<file path="src/rtl/stage_sequencer.sv">
// Game stage sequencer: title -> levels 1..NUM_LEVELS -> win, with game-over and clear-hold timing.
// Optional level pause is built when the macro STAGE_PAUSE_EN is defined.
module stage_sequencer #(
    parameter int NUM_LEVELS      = 4,
    parameter int KILLS_PER_LEVEL = 2,
    parameter int KILL_W          = 4,
    parameter int HOLD_CYCLES     = 100,
    parameter int CNT_W           = 8
) (
    input  logic              clk,
    input  logic              rst_n,
    input  logic              gameover,
    input  logic [KILL_W-1:0] kills,
    input  logic              space,
    input  logic              pause_key,
    output logic [3:0]        stage,
    output logic              changing_stage,
    output logic              paused,
    output logic [CNT_W-1:0]  hold_count
);

    localparam int               TH_W       = KILL_W + 4;
    localparam logic [3:0]       STG_TITLE  = 4'h0;
    localparam logic [3:0]       STG_WIN    = 4'hE;
    localparam logic [3:0]       STG_OVER   = 4'hF;
    localparam logic [3:0]       LAST_LEVEL = 4'(NUM_LEVELS);
    localparam logic [CNT_W-1:0] HOLD_INIT  = CNT_W'(HOLD_CYCLES);

    typedef enum logic [1:0] {
        PH_TITLE,
        PH_LEVEL,
        PH_WIN,
        PH_OVER
    } phase_t;

    phase_t           phase_q, phase_d;
    logic [3:0]       stage_q, stage_d;
    logic [CNT_W-1:0] hold_q, hold_d;
    logic             changing_q, changing_d;
    logic             space_q;
    logic             space_edge;
    logic             level_paused;
    logic [TH_W-1:0]  threshold;
    logic             cleared;
    logic             stage_change;

    assign space_edge = space & ~space_q;
    assign threshold  = TH_W'(stage_q) * TH_W'(KILLS_PER_LEVEL);
    assign cleared    = TH_W'(kills) >= threshold;

    always_comb begin
        phase_d = phase_q;
        stage_d = stage_q;
        hold_d  = HOLD_INIT;
        unique case (phase_q)
            PH_TITLE: begin
                if (space_edge) begin
                    phase_d = PH_LEVEL;
                    stage_d = 4'h1;
                end
            end
            PH_LEVEL: begin
                if (gameover) begin
                    phase_d = PH_OVER;
                    stage_d = STG_OVER;
                end else if (hold_q == '0 && !level_paused) begin
                    if (stage_q == LAST_LEVEL) begin
                        phase_d = PH_WIN;
                        stage_d = STG_WIN;
                    end else begin
                        stage_d = stage_q + 4'h1;
                    end
                end
                if (level_paused)       hold_d = hold_q;
                else if (!cleared)      hold_d = HOLD_INIT;
                else if (hold_q == '0)  hold_d = HOLD_INIT;
                else                    hold_d = hold_q - CNT_W'(1);
            end
            PH_WIN, PH_OVER: begin
                if (space_edge) begin
                    phase_d = PH_TITLE;
                    stage_d = STG_TITLE;
                end
            end
            default: begin
                phase_d = PH_TITLE;
                stage_d = STG_TITLE;
            end
        endcase
        stage_change = (stage_d != stage_q);
        // Every new stage starts with a fresh hold window.
        if (stage_change) hold_d = HOLD_INIT;
        changing_d = stage_change;
    end

    always_ff @(posedge clk) begin
        if (!rst_n) begin
            phase_q    <= PH_TITLE;
            stage_q    <= STG_TITLE;
            hold_q     <= HOLD_INIT;
            changing_q <= 1'b0;
            space_q    <= 1'b1;
        end else begin
            phase_q    <= phase_d;
            stage_q    <= stage_d;
            hold_q     <= hold_d;
            changing_q <= changing_d;
            space_q    <= space;
        end
    end

`ifdef STAGE_PAUSE_EN
    logic pause_q;
    logic pause_edge;
    logic paused_q, paused_d;

    assign pause_edge = pause_key & ~pause_q;

    always_comb begin
        paused_d = paused_q;
        if (stage_change)                          paused_d = 1'b0;
        else if (phase_q == PH_LEVEL && pause_edge) paused_d = ~paused_q;
    end

    always_ff @(posedge clk) begin
        if (!rst_n) begin
            pause_q  <= 1'b1;
            paused_q <= 1'b0;
        end else begin
            pause_q  <= pause_key;
            paused_q <= paused_d;
        end
    end

    assign level_paused = paused_q;
`else
    logic unused_pause_key;
    assign unused_pause_key = pause_key;
    assign level_paused     = 1'b0;
`endif

    assign stage          = stage_q;
    assign changing_stage = changing_q;
    assign paused         = level_paused;
    assign hold_count     = hold_q;

endmodule

</file>
<file path="config.mk">
export PLATFORM = sky130hd
export DESIGN_NAME = stage_sequencer
export DESIGN_NICKNAME = d
export VERILOG_FILES = /design/src/rtl/stage_sequencer.sv
export SDC_FILE = /design/constraint.sdc
export NUM_CORES = 1
export LEC_CHECK = 0
export BUFFER_PORTS_ARGS = -buffer_cell sky130_fd_sc_hd__buf_2
export CAP_MARGIN = 20
export CORE_UTILIZATION = 48
export CTS_CLUSTER_DIAMETER = 150
export CTS_CLUSTER_SIZE = 28
export DETAILED_ROUTE_END_ITERATION = 12
export GPL_TIMING_DRIVEN = 0
export PLACE_DENSITY_LB_ADDON = 0.08
export SLEW_MARGIN = 20
export SYNTH_ARGS = -nofsm -noshare
export SYNTH_HDL_FRONTEND = slang
export SYNTH_SLANG_ARGS = --single-unit
</file>
<file path="constraint.sdc">
create_clock -name clk -period 2 [get_ports clk]
set_input_delay 0.2 -clock clk [delete_from_list [all_inputs] [get_ports clk]]
set_output_delay 0.2 -clock clk [all_outputs]
set_load 0.02 [all_outputs]
</file>
==> results by group <==
Power and ir drop
  • Total power: 0.796 mW
  • Worst VDD drop: 0.000590 V
  • Pwr dens: 492 nW/µm²
  • Static Leak: 0.611 nW

Synthesis
  • Post-synthesis register bit count: 16
  • Mapped Nets: 143
  • Yosys warns: 0
  • Average size of a mapped cell: 8.52 µm²
  • Most common cell in the netlist: dfxtp_1
  • Largest cells by area after synthesis: dfxtp_1, ha_1, nor4_1, nand2b_1, or4_1
  • Yosys top cell area share: 0.296
  • Fraction of registers with async set/reset: 0
  • Ys flop type: dfxtp_1
  • Most common library cells after synthesis: dfxtp_1, nor4_1, nand2_1, nor2_1, ha_1
  • Number of flops mapped to enable cells by yosys: 0
  • Register area share after synthesis: 0.296
  • Cell count after synthesis: 127
  • Cell taking the most area after synthesis: dfxtp_1
  • Count of cell types in the netlist: 45
  • Area of the mapped netlist: 1080 µm²

Clock tree
  • Sink Count: 16
  • Clock root buffer: clkbuf_4
  • TritonCTS clock tree: yes
  • Number of buffers created by CTS: 3
  • Hold_buf cts: 0
  • Clk slew on worst S/H paths: 110 ps
  • H-tree depth: 1
  • Clk buf depth: 2
  • Worst skew pair latency: 300 ps

Min path
  • Tightest Hold Check Type: in -> reg
  • Hold_sp: space

Worst setup path
  • Critical path cell sequence: buf_6 -> ha_4 -> or4bb_4 -> nor2_4 -> a311oi_4 -> o211ai_4 -> buf_6 -> nor4_2
  • Worst Setup Start Kind: register
  • Worst setup path startpoint: stage[0]
  • Worst Path Arrival: 2210 ps
  • Critical path fanouts, max: 6
  • Critical Path Sink Type: register
  • Max incr delay on CP: 550 ps
  • CP Buf/Inv Count: 2
  • CP delay by family, top: simple AND/OR/NAND/NOR gates
  • RR Startpoint: stage[0]
  • Setup CP Type: reg -> reg
  • Crit path top cell by count: buf_6
  • Critical path data required time: 2190 ps
  • Slowest cell on the critical path: or4bb_4

STA
  • Max-slew headroom at the worst pin: 0.629
  • Unrepaired setup endpoints after global routing: true
  • Post-route clock period utilization: 1.01
  • Fin crit period: 2010 ps
  • FMAX: 497 MHz
  • Post-route setup slack: -13.9 ps
  • Final Hold Viols: 0
  • Clk_skew: 9.58 ps
  • Worst Max-Slew Pin Slew: 550 ps
  • Setup-failing EPs final: 9
  • Slew Viols, Final: 0
  • WHS: 117 ps

Route
  • DRC viols: 0
  • Via count: 1,197
  • ANT nets after route: 0
  • Vias/cell: 6.08
  • Routed WL per cell: 18.4 µm
  • Initial DRC count: 48
  • First-pass detailed-route iteration total: 4
  • Post-Route WL: 3620 µm

Run
  • Max Cap Viol: 0

Global routing
  • First-pass GRT wire length: 4780 µm
  • Antenna violations before repair: 0
  • Vias in the first global route: 1,045
  • Pin count of the biggest net entering global routing: 11
  • Global route overflow: 0
  • Overall Global Routing Usage: 0.256

Placement
  • DP HPWL: 1930 µm
  • RePlAce Congestion: 0.902
  • DP Worst Slack: -160 ps
  • Area after DPL: 1260 µm²
  • Port Buffers: 20

Cells and area
  • Antenna cells: 0
  • Share of layout cells above drive strength 1: 0.506
  • Final #Nets: 187
  • Final Cell Area: 1620 µm²
  • Synthesis-to-layout area growth: 49.6%

Die
  • Chip height: 49.5 µm
  • Die X-Extent: 49.5 µm
  • Site Rows: 16
  • Placeable Area: 2040 µm²
  • Top Ports: 23
  • DIE AREA: 2450 µm²
  • Effective utilization at floorplan: 0.530

Outcome
  • Status: finished, violations left
  • Failing checks: negative setup slack
==> worst reg2reg max path, delay by kind of cell, from the launching register on <==
family                     cells  cell delay, ps
adders and majority gates      1             120
AOI/OAI and AO/OA              2             390
DFF                            1             390
and+or+nand+nor                3             740
buffers and inverters          2             270
==> per-stage QoR <==
step	std cells	TNS (ps)	utilization
2_1_floorplan	127	-14.1	-
3_3_place_gp	174	-1050	0.619
3_5_place_dp	174	-1100	0.619
4_1_cts	189	-156	0.686
5_1_grt	197	-723	0.793
6_report	197	-77.6	0.793
==> layout make-up <==
cell class	instances	area [µm²]
multi-input cells	101	897
well taps	27	33.8
clock buffers	4	36.3
repair buffers	38	243
fillers	151	423
flip-flops and latches	16	333
inverters	7	31.3
plain buffers	4	45.0
==> flip-flops by register name, indices dropped and copies added, names as in the netlist <==
name / cells
changing_stage: 1
hold_count: 8
phase_q: 2
space_q: 1
stage: 4
==> routing by layer <==
metal,part of all wire,global-route usage,vias to the layer above,wire length [µm]
li1,-,-,560,-
met1,0.41,0.354,560,1490
met2,0.48,0.400,66,1730
met3,0.079,0.0370,11,285
met4,0.032,0.0952,0,114
met5,0,0,-,0
==> worst paths after layout <==
path | end | depth (start not counted) | slack, ps
max | hold_count[3] | 8 | -10
min | space_q | 2 | 120
max reg2reg | hold_count[3] | 8 | -10
min reg2reg | hold_count[0] | 2 | 530
==> logic make-up after synthesis <==
family / Yosys count / share of synthesized area
AOI/OAI and AO/OA: 26 / 0.179
adders and majority gates: 7 / 0.0809
other: 1 / 0.00346
xor gates and xnor gates: 6 / 0.0486
buffers and inverters: 11 / 0.0520
DFF: 16 / 0.296
and+or+nand+nor: 60 / 0.340
==> what timing repair did <==
action	4_1_cts	5_1_grt
setup buffers	10	8
pin swaps	9	14
endpoints found under the setup margin	9	9
gates resized for setup	8	31
gates cloned	1	0
==> cells in the final DEF (no fill, tap or decap), types with 3 or more instances in the layout <==
| cell | n |
|---|---|
| nor2_1 | 8 |
| buf_6 | 4 |
| or4_1 | 4 |
| nor4_1 | 6 |
| nor3_1 | 3 |
| ha_1 | 4 |
| xor2_1 | 3 |
| a21oi_1 | 3 |
| inv_2 | 4 |
| xnor2_1 | 3 |
| dfxtp_2 | 4 |
| o21ai_2 | 4 |
| ha_4 | 3 |
| nand2_1 | 9 |
| o21ai_0 | 4 |
| nand2b_1 | 6 |
| dfxtp_1 | 10 |
| clkbuf_4 | 3 |
| buf_2 | 20 |
| buf_4 | 17 |
| nor4_4 | 3 |
==> power by group <==
group          switching [mW]  internal (mW)  total (mW)  leakage (nW)
Clock                   0.121          0.111       0.232        0.0210
Sequential             0.0131          0.329       0.343         0.132
Combinational           0.120          0.102       0.222         0.459
Power figures use the tool's default switching activity.
